`src/rtl/c7bbiu.sv`:
```
// Instruction-side BIU: turns one icache line-fill or single-beat request into an AXI4 read burst.
// Optional macro C7BBIU_WRAP_EN: line fills use a WRAP burst from the missing beat (critical word first).
module c7bbiu (
    input  logic        clk,
    input  logic        resetn,
    input  logic        icu_biu_req,
    input  logic [31:3] icu_biu_addr,
    input  logic        icu_biu_single,
    output logic        biu_icu_ack,
    output logic        biu_icu_data_valid,
    output logic        biu_icu_data_last,
    output logic [63:0] biu_icu_data,
    output logic        biu_icu_fault,
    output logic        biu_axi_arvalid,
    input  logic        axi_biu_arready,
    output logic [31:0] biu_axi_araddr,
    output logic [7:0]  biu_axi_arlen,
    output logic [2:0]  biu_axi_arsize,
    output logic [1:0]  biu_axi_arburst,
    output logic [2:0]  biu_axi_arprot,
    input  logic        axi_biu_rvalid,
    output logic        biu_axi_rready,
    input  logic [63:0] axi_biu_rdata,
    input  logic [1:0]  axi_biu_rresp,
    input  logic        axi_biu_rlast
);

    typedef enum logic [1:0] {
        IDLE  = 2'd0,
        AR    = 2'd1,
        RDATA = 2'd2
    } state_e;

    state_e      state_q, state_d;
    logic        single_q, single_d;
    logic [1:0]  cnt_q, cnt_d;
    logic        ack_q, ack_d;
    logic        dv_q, dv_d;
    logic        last_q, last_d;
    logic        fault_q, fault_d;
    logic [63:0] data_q, data_d;
    logic [31:0] araddr_q, araddr_d;
    logic [7:0]  arlen_q, arlen_d;
    logic [1:0]  arburst_q, arburst_d;
    logic [2:0]  arsize_q, arsize_d;
    logic [2:0]  arprot_q, arprot_d;

    logic final_beat;
    logic resp_err;

    // Termination comes from the beat counter alone; rlast is only cross-checked.
    assign final_beat = single_q ? (cnt_q == 2'd0) : (cnt_q == 2'd3);
    assign resp_err   = (axi_biu_rresp == 2'b10) || (axi_biu_rresp == 2'b11);

    always_comb begin
        state_d   = state_q;
        single_d  = single_q;
        cnt_d     = cnt_q;
        ack_d     = 1'b0;
        dv_d      = 1'b0;
        last_d    = 1'b0;
        fault_d   = 1'b0;
        data_d    = data_q;
        araddr_d  = araddr_q;
        arlen_d   = arlen_q;
        arburst_d = arburst_q;
        arsize_d  = arsize_q;
        arprot_d  = arprot_q;
        case (state_q)
            IDLE: begin
                if (icu_biu_req) begin
                    state_d  = AR;
                    single_d = icu_biu_single;
                    arsize_d = 3'b011;
                    arprot_d = 3'b100;
                    if (icu_biu_single) begin
                        araddr_d  = {icu_biu_addr, 3'b000};
                        arlen_d   = 8'd0;
                        arburst_d = 2'b01;
                    end else begin
                        arlen_d   = 8'd3;
`ifdef C7BBIU_WRAP_EN
                        araddr_d  = {icu_biu_addr, 3'b000};
                        arburst_d = 2'b10;
`else
                        araddr_d  = {icu_biu_addr[31:5], 5'b00000};
                        arburst_d = 2'b01;
`endif
                    end
                end
            end
            AR: begin
                if (axi_biu_arready) begin
                    state_d = RDATA;
                    ack_d   = 1'b1;
                    cnt_d   = 2'd0;
                end
            end
            RDATA: begin
                if (axi_biu_rvalid) begin
                    data_d  = axi_biu_rdata;
                    dv_d    = 1'b1;
                    last_d  = final_beat;
                    fault_d = resp_err || (axi_biu_rlast != final_beat);
                    cnt_d   = cnt_q + 2'd1;
                    if (final_beat) begin
                        state_d = IDLE;
                    end
                end
            end
            default: begin
                state_d = IDLE;
            end
        endcase
    end

    always_ff @(posedge clk or negedge resetn) begin
        if (!resetn) begin
            state_q   <= IDLE;
            single_q  <= 1'b0;
            cnt_q     <= 2'd0;
            ack_q     <= 1'b0;
            dv_q      <= 1'b0;
            last_q    <= 1'b0;
            fault_q   <= 1'b0;
            data_q    <= 64'd0;
            araddr_q  <= 32'd0;
            arlen_q   <= 8'd0;
            arburst_q <= 2'd0;
            arsize_q  <= 3'd0;
            arprot_q  <= 3'd0;
        end else begin
            state_q   <= state_d;
            single_q  <= single_d;
            cnt_q     <= cnt_d;
            ack_q     <= ack_d;
            dv_q      <= dv_d;
            last_q    <= last_d;
            fault_q   <= fault_d;
            data_q    <= data_d;
            araddr_q  <= araddr_d;
            arlen_q   <= arlen_d;
            arburst_q <= arburst_d;
            arsize_q  <= arsize_d;
            arprot_q  <= arprot_d;
        end
    end

    assign biu_axi_arvalid    = (state_q == AR);
    assign biu_axi_rready     = (state_q == RDATA);
    assign biu_axi_araddr     = araddr_q;
    assign biu_axi_arlen      = arlen_q;
    assign biu_axi_arburst    = arburst_q;
    assign biu_axi_arsize     = arsize_q;
    assign biu_axi_arprot     = arprot_q;
    assign biu_icu_ack        = ack_q;
    assign biu_icu_data_valid = dv_q;
    assign biu_icu_data_last  = last_q;
    assign biu_icu_fault      = fault_q;
    assign biu_icu_data       = data_q;

endmodule

```
`config.mk`:
```
export PLATFORM = sky130hd
export DESIGN_NAME = c7bbiu
export DESIGN_NICKNAME = d
export VERILOG_FILES = /design/src/rtl/c7bbiu.sv
export SDC_FILE = /design/constraint.sdc
export NUM_CORES = 1
export LEC_CHECK = 0
export CAP_MARGIN = 20
export CORE_MARGIN = 2
export CORE_UTILIZATION = 39
export DETAILED_ROUTE_END_ITERATION = 8
export MAX_ROUTING_LAYER = met4
export PLACE_DENSITY_LB_ADDON = 0.08
export SLEW_MARGIN = 20
export SYNTH_ARGS = -nofsm -noshare
export SYNTH_HDL_FRONTEND = slang
export SYNTH_SLANG_ARGS = --single-unit
```
`constraint.sdc`:
```
create_clock -name clk -period 1.5 [get_ports clk]
set_input_delay 0.225 -clock clk [delete_from_list [all_inputs] [get_ports clk]]
set_output_delay 0.225 -clock clk [all_outputs]
set_load 0.005 [all_outputs]
```
**Word-level counts from Yosys, hierarchy flattened**

Cells that the tools add are included.

- Bits in registers: 115
- Logic and storage cells: 51

- Equality and inequality tests: 10
- Reductions and logical operators: 9
- Muxes and demuxes: 19
- $add $sub $neg: 1

Operator list:

| kind | number |
|---|---|
| $mux 2 | 7 |
| $mux 1 | 9 |
| $eq 2x2->1 const B | 4 |
| $pmux 2 s3 | 1 |
| $mux 5 | 1 |
| $logic_not 2->1 | 2 |
| $ne 2x1->1 const B | 2 |
| $ne 2x2->1 const B | 2 |
| $pmux 2 s2 | 1 |
| $reduce_and 2->1 | 2 |
| $reduce_and 4->1 | 1 |
| $reduce_and 3->1 | 1 |
| $add 2x1->2 const B | 1 |
| $eq 2x1->1 const B | 1 |
| $logic_or 1x1->1 | 2 |
| $reduce_bool 2->1 | 1 |
| $ne 1x1->1 | 1 |

**Logic depth before layout (Yosys ltp)**

- Depth after elaboration: 6
- Gate-level depth with buffers: 5

**Worst setup path after synthesis**

Ideal clock, no wire load.

- Kind: register to register
- Start point: register state_q[1]
- End point: register araddr_q[11], in the netlist biu_axi_araddr[11]
- Path slack: 0.193 ns
- Setup time: 0.117 ns
- Stages on the path, launching flop included: 6
- Clock period less this slack: 1.307 ns
- Arrival time: 1.190 ns
- Cell sequence: dfrtp_1 or3b_1 clkbuf_1 buf_2 nand2_1 nand2_1

- Cells in the longest elaborated chain, start to end: 2

RTL lines:

| item | RTL line | text |
|---|---|---|
| from (decl) | 34 | `state_e state_q, state_d;` |
| from (signal assigned) | 133 | `state_q <= state_d;` |
| $logic_not 2->1 | 69 | `case (state_q)` |
| $reduce_and 2->1 (no source line) | - |  |
| to (signal assigned) | 141 | `araddr_q <= araddr_d;` |
| to (decl) | 42 | `logic [31:0] araddr_q, araddr_d;` |

Every way passes these cells.
A chain may end at the register's enable or synchronous reset.

**Worst setup path in the final report**

- Start point: register araddr_q[24], in the netlist biu_axi_araddr[24]
- End point: output port biu_axi_araddr[24]

RTL lines:

| item | RTL line | text |
|---|---|---|
| to (decl) | 16 | `output logic [31:0] biu_axi_araddr,` |

No word-level cell between the ends.

==> reports/qor.yml <==
final_layout:
  diodes: 0
  synthToLayoutAreaGrowth_pct: 61.3
  num-nets-final: 643
  layout-drive-gt1-share_pct: 18.6
  finish.utilization_pct: 64.3
  nFillCells: 826
  final_common_cell: "clkdlybuf4s50_1"
  final_cell_mix: "184 x clkdlybuf4s50_1, 102 x dfrtp_1, 91 x nand2_1"
  final_cell_area_um2: 6580
die:
  die_y_um: 106
  die_w_um: 106
  rows: 37
  core_area_um2: 10200
  io_pins: 220
  start_util_pct: 39.9
  die-area_um2: 11300
sta:
  final_hold_viol_count: 0
  skew_ns: 0.00885
  slew_viol_final: 0
  setup-violations-final: 0
  rsz0062_at_grt: "false"
  max_freq_mhz: 688
  fin_crit_sh_pct: 96.9
  fin_tns_setup_ns: 0
  period_needed_ns: 1.45
  worst_hold_slack_ns: 0.329
global_route:
  grt_pass1_wl_um: 15300
  grt_usage_pct: 17.8
  grt_max_degree: 38
  grt_pass1_vias: 3169
  antenna_found_initial: 0
  grt_overflow: 0
placed_design:
  placed_area_um2: 6310
  hpwl_um: 7370
  gp_congestion: 0.727
  numPortBuffers: 205
cts:
  insertion_delay_ns: 0.35
  htreeDepth: 3
  cts_tree: "yes"
  cts_root_buf: "clkbuf_8"
  cts_sinks: 104
  cts_buffers: 9
  clk_path_buf_depth: 2
  cts.clk_slew.worst_paths_ns: 0.10
power_and_ir_drop:
  p_clk_share_pct: 13.0
  combPwrFrac_pct: 45.9
  powerDensity_nw_per_um2: 1790
  internal_power_mw: 8.38
  ir_worst_vdd_uv: 853
  total_power_mw: 11.8
  sw_frac_of_total_pct: 28.7
  pwr-share-seq_pct: 41.1
  power.leakage_nw: 3.13
  power.switching_mw: 3.38
yosys:
  seq_area_frac_synth_pct: 63.8
  synth.avg_cell_area_um2: 12.7
  synthCells: 320
  synth_top_area_cell: "dfrtp_1"
  synth_top_area_share_pct: 63.8
  ys_ff_latch: 104
  netlist_area_um2: 4080
  ys_types: 26
  yosys_warnings: 0
  synthTopCellsByArea: "dfrtp_1 64%, mux2_2 16%, nand2_1 8.4%, buf_4 3.1%, mux2_1 1.4%"
critical_path:
  worst_setup_path_start_kind: "register"
  endpoint_kind: "output pin"
  worstSetupPathType: "reg -> out"
  arrival_ns: 1.23
  cp_max_fo: 2
  cpLargestDelayFamily: "buffers and inverters"
  cp_num_buf_inv: 1
  cp_slowest_stage_delay_ns: 0.51
  crit_chain: "clkdlybuf4s50_1"
  critPathRequiredTime_ns: 1.27
  cp_slowest_cell: "clkdlybuf4s50_1"
routing:
  vias: 3076
  drt_iter0_markers: 85
  drtPass1Iterations: 4
  drc_errors: 0
  vias_per_cell: 4.52
  drtAntennaViolNets: 0
  wl_per_cell_um: 14.5
  routed_wl_um: 9830
run_status:
  status: "finished clean"
job:
  cap_violations: 0
hold_path:
  hold_class: "in -> async"
-- final timing paths --
path,from,to,slack (ns),cells after the start
setup / recovery,biu_axi_araddr[24],biu_axi_araddr[24],0.05,1
hold / removal,resetn,biu_axi_araddr[27],0.33,2
setup reg to reg,state_q[1],biu_axi_arlen[0],0.05,5
hold reg to reg,biu_axi_araddr[18],biu_axi_araddr[18],0.48,2
max in group asynchronous,resetn,state_q[1],0.62,3
min in group clk,icu_biu_addr[28],biu_axi_araddr[28],0.39,3
-- cell families after synthesis --
family	after synthesis	share of synthesized area, %
DFF	104	63.8
and+or+nand+nor	103	10.5
muxes	65	17.9
buffers and inverters	37	5.80
AOI/OAI and AO/OA	7	1.07
adders and majority gates	2	0.613
other	1	0.0919
xor gates and xnor gates	1	0.215
-- state kept, by name, indices dropped and copies added (netlist names) --
| name | count |
|---|---|
| biu_axi_araddr | 29 |
| biu_axi_arlen | 1 |
| biu_axi_arprot | 1 |
| biu_icu_ack | 1 |
| biu_icu_data | 64 |
| biu_icu_data_last | 1 |
| biu_icu_data_valid | 1 |
| biu_icu_fault | 1 |
| cnt_q | 2 |
| single_q | 1 |
| state_q | 2 |
-- stage by stage --
step	std cells	setup WS, ns
2_1_floorplan	332	0.193
3_3_place_gp	656	-0.0505
3_5_place_dp	656	-0.105
4_1_cts	677	0.00564
5_1_grt	680	0.000345
6_report	680	0.0463
-- cell usage after synthesis --
| master | count |
|---|---|
| nand2_1 | 91 |
| a21o_1 | 1 |
| conb_1 | 1 |
| o21ai_0 | 4 |
| nor2_1 | 1 |
| nand3b_4 | 1 |
| mux2_1 | 5 |
| inv_1 | 6 |
| clkbuf_1 | 2 |
| nand3_1 | 3 |
| nand2b_1 | 1 |
| nor3_1 | 1 |
| o21a_1 | 1 |
| xnor2_1 | 1 |
| nor3b_1 | 1 |
| mux2i_1 | 1 |
| buf_2 | 9 |
| ha_1 | 2 |
| or3b_1 | 1 |
| a221oi_1 | 1 |
| buf_6 | 3 |
| dfrtp_1 | 104 |
| mux2_2 | 59 |
| buf_4 | 17 |
| nor2b_1 | 2 |
| nand3b_1 | 1 |
-- what timing repair did --
item,CTS,global route
endpoints found under the setup margin,6,19
buffers inserted,4,3
endpoints found under the hold margin,26,0
gates resized for setup,10,17
hold buffers,1,0
-- metal layers --
layer	global-route usage (%)	vias to the layer above	share of wire, %
li1	-	1439	-
met1	21.5	1492	42
met2	29.5	129	50
met3	3.43	16	6.6
met4	6.77	0	1.9
met5	-	-	0
-- power groups by stage --
| stage | Combinational [mW] | Clock [mW] | Sequential [mW] |
|---|---|---|---|
| after floorplan | 1.81 | 0 | 4.98 |
| after global placement | 5.33 | 0 | 4.82 |
| after detailed placement | 5.41 | 0 | 4.92 |
| after CTS | 5.51 | 1.59 | 4.84 |
| after global routing | 5.86 | 1.69 | 4.99 |
| final | 5.40 | 1.53 | 4.83 |
-- area by class of cell --
cell class | count | area (µm²) | share of cell area (%)
Clock buffer | 12 | 135 | 2.05
Clock inverter | 4 | 31.3 | 0.475
Inverter | 6 | 22.5 | 0.342
Multi-Input combinational cell | 191 | 1290 | 19.7
Sequential cell | 104 | 2610 | 39.6
Tap cell | 136 | 170 | 2.59
Timing Repair Buffer | 227 | 2320 | 35.3
(Power assumes the default switching activity.)
